`config.mk`:
```
export PLATFORM = sky130hd
export DESIGN_NAME = amo_unit
export DESIGN_NICKNAME = d
export VERILOG_FILES = /design/src/rtl/amo_unit_pkg.sv /design/src/rtl/amo_unit.sv
export SDC_FILE = /design/constraint.sdc
export NUM_CORES = 1
export LEC_CHECK = 0
export CELL_PAD_IN_SITES_DETAIL_PLACEMENT = 1
export CELL_PAD_IN_SITES_GLOBAL_PLACEMENT = 2
export CORE_MARGIN = 1
export CORE_UTILIZATION = 39
export CTS_BUF_LIST = sky130_fd_sc_hd__clkbuf_4 sky130_fd_sc_hd__clkbuf_8 sky130_fd_sc_hd__clkbuf_16
export CTS_CLUSTER_DIAMETER = 80
export CTS_CLUSTER_SIZE = 28
export DETAILED_ROUTE_END_ITERATION = 12
export DONT_BUFFER_PORTS = 1
export PLACE_DENSITY = 0.77
export RECOVER_POWER = 100
export SLEW_MARGIN = 20
export SYNTH_ARGS = -nofsm -noshare
export SYNTH_HDL_FRONTEND = slang
export SYNTH_SLANG_ARGS = --single-unit
export TNS_END_PERCENT = 50
```
`constraint.sdc`:
```
create_clock -name clk -period 2.12 [get_ports clk]
set_input_delay 0.106 -clock clk [delete_from_list [all_inputs] [get_ports clk]]
set_output_delay 0.106 -clock clk [all_outputs]
set_load 0.02 [all_outputs]
```
`src/rtl/amo_unit_pkg.sv`:
```
// amo_unit_pkg: ALU control codes, AMO funct5 encodings and sequencer state encodings
package amo_unit_pkg;
  localparam int ALU_CTRL_WIDTH = 4;
  localparam logic [ALU_CTRL_WIDTH-1:0] ALU_CTRL_ADD_ADDI = 4'd0;
  localparam logic [ALU_CTRL_WIDTH-1:0] ALU_CTRL_XOR_XORI = 4'd4;
  localparam logic [ALU_CTRL_WIDTH-1:0] ALU_CTRL_OR_ORI   = 4'd6;
  localparam logic [ALU_CTRL_WIDTH-1:0] ALU_CTRL_AND_ANDI = 4'd7;
  localparam logic [ALU_CTRL_WIDTH-1:0] ALU_CTRL_LUI      = 4'd10;
  localparam logic [ALU_CTRL_WIDTH-1:0] ALU_CTRL_MIN      = 4'd11;
  localparam logic [ALU_CTRL_WIDTH-1:0] ALU_CTRL_MAX      = 4'd12;
  localparam logic [ALU_CTRL_WIDTH-1:0] ALU_CTRL_MINU     = 4'd13;
  localparam logic [ALU_CTRL_WIDTH-1:0] ALU_CTRL_MAXU     = 4'd14;
  localparam logic [4:0] AMO_ADD  = 5'b00000;
  localparam logic [4:0] AMO_SWAP = 5'b00001;
  localparam logic [4:0] AMO_LR   = 5'b00010;
  localparam logic [4:0] AMO_SC   = 5'b00011;
  localparam logic [4:0] AMO_XOR  = 5'b00100;
  localparam logic [4:0] AMO_OR   = 5'b01000;
  localparam logic [4:0] AMO_AND  = 5'b01100;
  localparam logic [4:0] AMO_MIN  = 5'b10000;
  localparam logic [4:0] AMO_MAX  = 5'b10100;
  localparam logic [4:0] AMO_MINU = 5'b11000;
  localparam logic [4:0] AMO_MAXU = 5'b11100;
  localparam logic [2:0] S_IDLE  = 3'd0;
  localparam logic [2:0] S_READ  = 3'd1;
  localparam logic [2:0] S_CALC  = 3'd2;
  localparam logic [2:0] S_WRITE = 3'd3;
  localparam logic [2:0] S_DONE  = 3'd4;
  function automatic logic amo_legal(input logic [4:0] f);
    return f inside {AMO_ADD, AMO_SWAP, AMO_LR, AMO_SC, AMO_XOR, AMO_OR, AMO_AND,
                     AMO_MIN, AMO_MAX, AMO_MINU, AMO_MAXU};
  endfunction
endpackage

```
`src/rtl/amo_unit.sv`:
```
// amo_unit: multicycle LR/SC/AMO read-modify-write sequencer driving the shared ALU and data memory
module amo_unit import amo_unit_pkg::*; #(
  parameter bit LR_SC_ENABLE = 1'b1
) (
  input  logic                      clk,
  input  logic                      resetn,
  input  logic                      start,
  input  logic [4:0]                funct5,
  input  logic [31:0]               addr,
  input  logic [31:0]               rs2,
  input  logic                      invalidate,
  output logic                      busy,
  output logic                      done,
  output logic                      err,
  output logic [31:0]               rd_data,
  output logic                      mem_valid,
  output logic                      mem_we,
  output logic [31:0]               mem_addr,
  output logic [31:0]               mem_wdata,
  output logic [3:0]                mem_wmask,
  input  logic                      mem_ready,
  input  logic [31:0]               mem_rdata,
  output logic [31:0]               alu_a,
  output logic [31:0]               alu_b,
  output logic [ALU_CTRL_WIDTH-1:0] alu_ctrl,
  input  logic [31:0]               alu_result
);
  logic [2:0]  state;
  logic [4:0]  f5_q;
  logic [31:0] addr_q, rs2_q, old_q, new_q, res_addr;
  logic        res_valid, xfer, legal, sc_ok, calc;
  function automatic logic [ALU_CTRL_WIDTH-1:0] alu_map(input logic [4:0] f);
    case (f)
      AMO_SWAP: return ALU_CTRL_LUI;
      AMO_XOR:  return ALU_CTRL_XOR_XORI;
      AMO_OR:   return ALU_CTRL_OR_ORI;
      AMO_AND:  return ALU_CTRL_AND_ANDI;
      AMO_MIN:  return ALU_CTRL_MIN;
      AMO_MAX:  return ALU_CTRL_MAX;
      AMO_MINU: return ALU_CTRL_MINU;
      AMO_MAXU: return ALU_CTRL_MAXU;
      default:  return ALU_CTRL_ADD_ADDI;
    endcase
  endfunction
  assign xfer      = mem_valid && mem_ready;
  assign legal     = amo_legal(funct5) && addr[1:0] == 2'b00;
  assign sc_ok     = LR_SC_ENABLE && res_valid && res_addr == addr && !invalidate;
  assign calc      = state == S_CALC;
  assign busy      = state != S_IDLE;
  assign done      = state == S_DONE;
  assign mem_we    = state == S_WRITE;
  assign mem_addr  = addr_q;
  assign mem_wdata = mem_we ? new_q : '0;
  assign mem_wmask = {4{mem_we}};
  assign alu_a     = calc ? old_q : '0;
  assign alu_b     = calc ? rs2_q : '0;
  assign alu_ctrl  = calc ? alu_map(f5_q) : ALU_CTRL_ADD_ADDI;
  // sequencer: decode/latch in IDLE, memory handshakes in READ/WRITE, ALU capture in CALC
  always_ff @(posedge clk or negedge resetn) begin
    if (!resetn) begin
      state     <= S_IDLE;
      f5_q      <= '0;
      addr_q    <= '0;
      rs2_q     <= '0;
      old_q     <= '0;
      new_q     <= '0;
      mem_valid <= 1'b0;
      err       <= 1'b0;
      rd_data   <= '0;
    end else begin
      case (state)
        S_IDLE: if (start) begin
          addr_q <= addr;
          rs2_q  <= rs2;
          f5_q   <= funct5;
          if (!legal) begin
            state   <= S_DONE;
            err     <= 1'b1;
            rd_data <= '0;
          end else if (funct5 == AMO_SC) begin
            state     <= sc_ok ? S_WRITE : S_DONE;
            mem_valid <= sc_ok;
            new_q     <= rs2;
            rd_data   <= {31'd0, !sc_ok};
          end else begin
            state     <= S_READ;
            mem_valid <= 1'b1;
          end
        end
        S_READ: if (xfer) begin
          mem_valid <= 1'b0;
          old_q     <= mem_rdata;
          rd_data   <= mem_rdata;
          state     <= f5_q == AMO_LR ? S_DONE : S_CALC;
        end
        S_CALC: begin
          new_q     <= alu_result;
          mem_valid <= 1'b1;
          state     <= S_WRITE;
        end
        S_WRITE: if (xfer) begin
          mem_valid <= 1'b0;
          state     <= S_DONE;
        end
        default: begin
          state   <= S_IDLE;
          err     <= 1'b0;
          rd_data <= '0;
        end
      endcase
    end
  end
  // reservation: cleared by invalidate, any SC, or an AMO store to it; an LR completing on the same edge wins
  always_ff @(posedge clk or negedge resetn) begin
    if (!resetn) begin
      res_valid <= 1'b0;
      res_addr  <= '0;
    end else begin
      if (invalidate || (state == S_IDLE && start && legal && funct5 == AMO_SC) ||
          (state == S_WRITE && xfer && f5_q != AMO_SC && addr_q == res_addr))
        res_valid <= 1'b0;
      if (LR_SC_ENABLE && state == S_READ && xfer && f5_q == AMO_LR) begin
        res_valid <= 1'b1;
        res_addr  <= addr_q;
      end
    end
  end
endmodule
```
==> impl_metrics.yaml, run 1 <==
yosys:
  synth_area_mm2: 0.00953
  ys_seq_area_frac: 0.533
  synth.distinct_cells: 40
  synthesis.instances: 896
  yosysWarningCount: 0
  syn_nets: 1034
  syn_area_per_cell_um2: 10.6
  synth-seq-cells: 203
pwr:
  p_seq_frac: 0.484
  power_frac_comb: 0.310
  power_mw: 14.0
  ir_drop_uv: 851
  p_leak_nw: 5.59
  p_int_mw: 8.66
  power_density_mw_per_mm2: 1170
  p_sw_frac: 0.380
  p_sw_mw: 5.30
  p_clk_frac: 0.206
grt:
  grt_util_all_layers: 0.225
  antenna_found_initial: 0
  grt_pass1_wl_um: 43900
  grt_pass1_vias: 7796
  overflow: 0
  grt_max_degree: 204
critical_path:
  critPathKind: "reg2out"
  slowest_delay_ps: 420
  reg2reg_to: "mem_addr[19]"
  timing.rr.start: "state[1]"
  reg2regPathDepth: 4
  crit_fanout: 13
  cp_cell_sequence: "buf_4, inv_1, and3_4, buf_12, clkbuf_16, and2_2"
  cp-startpoint: "state[2]"
  reg2reg_slack_ps: 80
  worstPathArrival_ps: 1940
  cp_slowest_cell: "dfrtp_1"
  endpoint: "mem_wdata[10]"
  startpoint_type: "flop"
  critPathCaptureType: "output pin"
  crit_required_ps: 2010
die:
  io_pins: 311
  initial_core_util: 0.401
  dieArea_mm2: 0.0251
  num_rows: 56
  dieHeight_um: 158
  die_x_um: 158
  core_mm2: 0.0238
outcome:
  status: "finished, violations left"
  violations: "negative hold slack"
routing:
  viasPerCell: 5.38
  avgRoutedWirePerCell_um: 22.0
  first_pass_iters: 4
  drtIter0Drc: 369
  drc: 0
  vias: 7274
  ant_nets: 0
  routed_wl_um: 29700
sta:
  hold_ws_ps: -693
  setup_tns_ps: 0
  setup_ws_ps: 74.2
  fin_worst_skew_ps: 17.6
  hold_violations: 203
  max_freq_mhz: 489
  relSlewSlack: 0.506
  worst_pin_slew_ps: 741
  drv_slew: 0
  finalCritPeriodShare: 0.965
  post-route-min-period_ps: 2050
  rsz0062_at_grt: "true"
  setup_viol: 0
placement:
  portBuffers: 0
  place_ws_ps: 121
  placed_area_mm2: 0.0100
  gp_congestion: 0.802
  dp_hpwl_um: 18400
finish:
  area_delta_synth_final_pct: 25.6
  drive_gt1_frac: 0.168
  multi_input_area_mm2: 0.00422
  num-fill-cells: 2500
  final_nets: 1162
  final_cell_area_mm2: 0.0120
  register_area_mm2: 0.00508
  diodes: 0
cts:
  hold_buffers: 136
  cts_root_buf: "clkbuf_16"
  insertion_delay_ps: 490
  tritoncts: "done"
  cts_sinks: 203
  htree_levels: 1
  clock_path_buffers: 3
  cts_buffers: 14
  path_clk_slew_ps: 90
run:
  max-cap-violations: 0
worst_hold_path:
  hold_path_class: "in2async"
power by group through the flow:
stage | registers [mW] | clock network (mW) | logic (mW)
after CTS | 6.72 | 2.95 | 4.36
after global routing | 6.96 | 3.06 | 4.75
final | 6.76 | 2.87 | 4.33
after detailed placement | 6.80 | 0 | 4.10
after floorplan | 6.54 | 0 | 2.97
after global placement | 6.71 | 0 | 4.00
final cells by class:
cell class,count,share of cell area
multi-input cells,623,0.353
inverters,6,0.00188
clock inverters,8,0.00606
clock buffers,16,0.0320
flip-flops and latches,203,0.424
repair buffers,176,0.150
well taps,319,0.0333
state kept, by name, indices dropped and copies added (netlist names):
register	count
mem_addr	32
new_q	32
old_q	32
rd_data	32
res_addr	32
rs2_q	32
f5_q	5
state	3
err	1
mem_valid	1
res_valid	1
placed cells by master (no fill, tap or decap), types with 29 or more instances in the layout:
cell and instances:
a22o_1 30, a31oi_1 36, and2_2 32, and3_1 63
dfrtp_1 202, dlygate4sd3_1 136, mux2_1 29, mux2_2 70
nand2_1 174, nor2_1 40, xor2_1 38
Yosys cell counts (all sizes together):
cell     number  area (µm²)
nor4b         1        15.0
clkbuf       37         139
xnor2        26         228
nand3         4        25.0
nor4         20         125
a21oi         6        30.0
nand2b        2        12.5
o211ai        1        7.51
a22o         30         263
xor2         38         333
buf          27         155
o41ai         1        8.76
mux2i         2        20.0
a2111oi       1        8.76
nand2       175         657
and3         65         407
a31oi        36         225
o32ai         1        16.3
o21ai         3        15.0
and2         38         238
o2111ai       1        8.76
or3           3        18.8
nand4         9        56.3
or4b          1        13.8
o31ai         1        7.51
inv           6        22.5
a211o         1        10.0
mux2         99        1110
dfrtp       203        5080
o22ai         1        6.26
nor3         12        81.3
o22a          1        8.76
nor2         41         154
a21o          2        15.0
a41oi         1        8.76
metrics by stage:
stage | std cells | utilization | hold slack [ps]
6_report | 1351 | 0.504 | -693
5_1_grt | 1351 | 0.504 | -713
4_1_cts | 1346 | 0.500 | -703
3_5_place_dp | 1186 | 0.422 | -183
3_3_place_gp | 1186 | 0.422 | -183
2_1_floorplan | 896 | - | -190
worst min-delay path by stage:
stage / cells past startpoint / start / to / slack, ps
after global routing: 0 / resetn / mem_addr[18] / -710
final: 0 / resetn / mem_addr[18] / -690
after global placement: 0 / resetn / mem_addr[18] / -180
after CTS: 0 / resetn / new_q[10] / -700
after detailed placement: 0 / resetn / mem_addr[18] / -180
after floorplan: 0 / resetn / err / -190
timing repair:
item / CTS / global route
gates cloned: 0 / 3
setup endpoints to repair: 23 / 72
buffers inserted: 0 / 2
pin swaps: 0 / 0
gates resized for setup: 23 / 16
endpoints found under the hold margin: 373 / 203
per-layer routing:
metal  GRT usage  share of wire  up-vias
li1            -              -     3339
met2       0.388           0.50      235
met3      0.0509          0.065       44
met5           0              0        -
met1       0.282           0.41     3656
met4      0.0641          0.024        0
critical path, delay by kind of cell, from the launching register on:
kind	cells	cell delay, ps
DFF	1	420
buffers and inverters	4	590
and+or+nand+nor	2	450
cells by family after synthesis:
logic type / after synthesis / share of synthesized area
AOI/OAI and AO/OA: 87 / 0.0671
xor gates and xnor gates: 64 / 0.0588
buffers and inverters: 70 / 0.0332
DFF: 203 / 0.533
muxes: 101 / 0.119
and+or+nand+nor: 371 / 0.189
Note: power is estimated with default switching activity, not from simulation.
==> inputs of run 2 (changes only) <==
SLEW_MARGIN = unset   (was 20)
clock period = 2 ns   (was 2.12 ns; I/O delays follow)
==> run 2 against run 1 <==
The run still ends with negative hold slack left. Design area increased by 2.3%. Clock-buffer cell count increased by 2. Setup slack got worse by 63 ps. Die area unchanged. Critical endpoint is now mem_wdata[18]. Clock skew increased by 2.9 ps. Total power increased by 9.6%. Combinational power increased by 16%. Clock power increased by 11%. Routed wire length increased by 3.1%. Sequential power increased by 4.7%.
==> impl_metrics.yaml, run 2 (synthesized netlist as in run 1, its figures left out) <==
grt:
  grt_util_all_layers: 0.232
  antenna_found_initial: 0
  grt_max_degree: 204
  grt_pass1_wl_um: 45100
  overflow: 0
  grt_pass1_vias: 7895
die:
  num_rows: 56
  initial_core_util: 0.401
  dieArea_mm2: 0.0251
  core_mm2: 0.0238
  die_x_um: 158
  io_pins: 311
  dieHeight_um: 158
routing:
  drc: 0
  avgRoutedWirePerCell_um: 22.5
  viasPerCell: 5.38
  first_pass_iters: 4
  routed_wl_um: 30700
  vias: 7345
  ant_nets: 0
  drtIter0Drc: 391
worst_hold_path:
  hold_path_class: "in2async"
cts:
  path_clk_slew_ps: 90
  cts_sinks: 203
  cts_root_buf: "clkbuf_16"
  cts_buffers: 14
  clock_path_buffers: 3
  tritoncts: "done"
  htree_levels: 1
  insertion_delay_ps: 490
  hold_buffers: 136
critical_path:
  startpoint_type: "flop"
  critPathKind: "reg2out"
  crit_fanout: 7
  cp_slowest_cell: "dfrtp_2"
  critical_path_buf_inv_count: 4
  worstPathArrival_ps: 1890
  path_delay_family: "buffers and inverters"
  crit_required_ps: 1900
  cp_cell_sequence: "buf_6, inv_2, and3_4, buf_4, clkbuf_16, and2_4"
  critPathCaptureType: "output pin"
  slowest_delay_ps: 420
placement:
  portBuffers: 0
  placed_area_mm2: 0.0101
  gp_congestion: 0.787
  dp_hpwl_um: 18500
finish:
  area_delta_synth_final_pct: 28.5
  final_nets: 1176
  final_cell_area_mm2: 0.0122
  diodes: 0
  layout_common_cells: "dfrtp_1, nand2_1, dlygate4sd3_1"
  drive_gt1_frac: 0.200
  final_common_cell: "dfrtp_1"
  num-fill-cells: 2503
sta:
  drv_slew: 0
  fin_worst_skew_ps: 20.5
  finalCritPeriodShare: 0.995
  max_freq_mhz: 503
  setup_viol: 0
  setup_tns_ps: 0
  relSlewSlack: 0.561
  hold_violations: 203
  post-route-min-period_ps: 1990
  hold_ws_ps: -689
  worst_pin_slew_ps: 641
  rsz0062_at_grt: "true"
pwr:
  p_sw_mw: 5.69
  p_leak_nw: 5.72
  ir_drop_uv: 767
  power_frac_comb: 0.329
  p_seq_frac: 0.463
  p_clk_frac: 0.209
  p_sw_frac: 0.372
  p_int_mw: 9.61
  power_density_mw_per_mm2: 1250
run:
  max-cap-violations: 0
outcome:
  violations: "negative hold slack"
  status: "finished, violations left"
-- run 2: layout make-up --
| class | instances | area [µm²] | share of cell area |
|---|---|---|---|
| Sequential cell | 203 | 5090 | 0.415 |
| Multi-Input combinational cell | 623 | 4270 | 0.348 |
| Timing Repair Buffer | 190 | 1980 | 0.162 |
| Clock buffer | 18 | 404 | 0.0330 |
| Tap cell | 319 | 399 | 0.0326 |
| Clock inverter | 6 | 86.3 | 0.00705 |
| Inverter | 6 | 22.5 | 0.00184 |
-- run 2: worst paths after layout --
check                           from            end  slack, ps  cells past startpoint
hold reg to reg            old_q[13]      old_q[13]        480                      2
hold / removal                resetn   res_addr[12]       -690                      0
setup / recovery            state[2]  mem_wdata[18]         10                      6
min in group clk           funct5[1]       state[1]         20                      3
setup reg to reg             f5_q[2]   res_addr[21]         70                      5
max in group asynchronous     resetn      new_q[22]       2360                      0
-- run 2: worst register-to-register path, stage by stage, from the launching register on --
cell,delay (ps)
dfrtp_1,430
nor4b_2,350
and2_4,230
and2_1,170
buf_12,230
mux2_1,380
-- run 2: power groups by stage --
stage | logic [mW] | clock network (mW) | registers [mW]
CTS | 4.95 | 3.29 | 6.99
finish | 5.03 | 3.19 | 7.08
global placement | 4.50 | 0 | 6.99
global route | 5.48 | 3.43 | 7.28
detailed placement | 4.59 | 0 | 7.09
floorplan | 3.15 | 0 | 6.94
-- run 2: timing repair --
item                                   CTS  global route
setup endpoints to repair               89           108
pin swaps                                0             1
setup buffers                            4             3
endpoints found under the hold margin  373           203
gates resized for setup                 46            41
gates cloned                             2             3
-- run 2: stage by stage --
stage | std cells | worst slack, ps | util | power, mW
2_1_floorplan | 896 | 111 | - | 10.1
3_3_place_gp | 1193 | 88.0 | 0.424 | 11.5
3_5_place_dp | 1193 | 73.7 | 0.424 | 11.7
4_1_cts | 1359 | -21.8 | 0.509 | 15.2
5_1_grt | 1365 | -48.9 | 0.516 | 16.2
6_report | 1365 | 11.0 | 0.516 | 15.3
-- run 2: routing by layer --
| layer | part of all wire | routed length [µm] | track usage |
|---|---|---|---|
| met5 | 0 | 0 | 0 |
| met4 | 0.018 | 567 | 0.0522 |
| met3 | 0.066 | 2020 | 0.0533 |
| met2 | 0.51 | 15800 | 0.415 |
| met1 | 0.40 | 12300 | 0.284 |
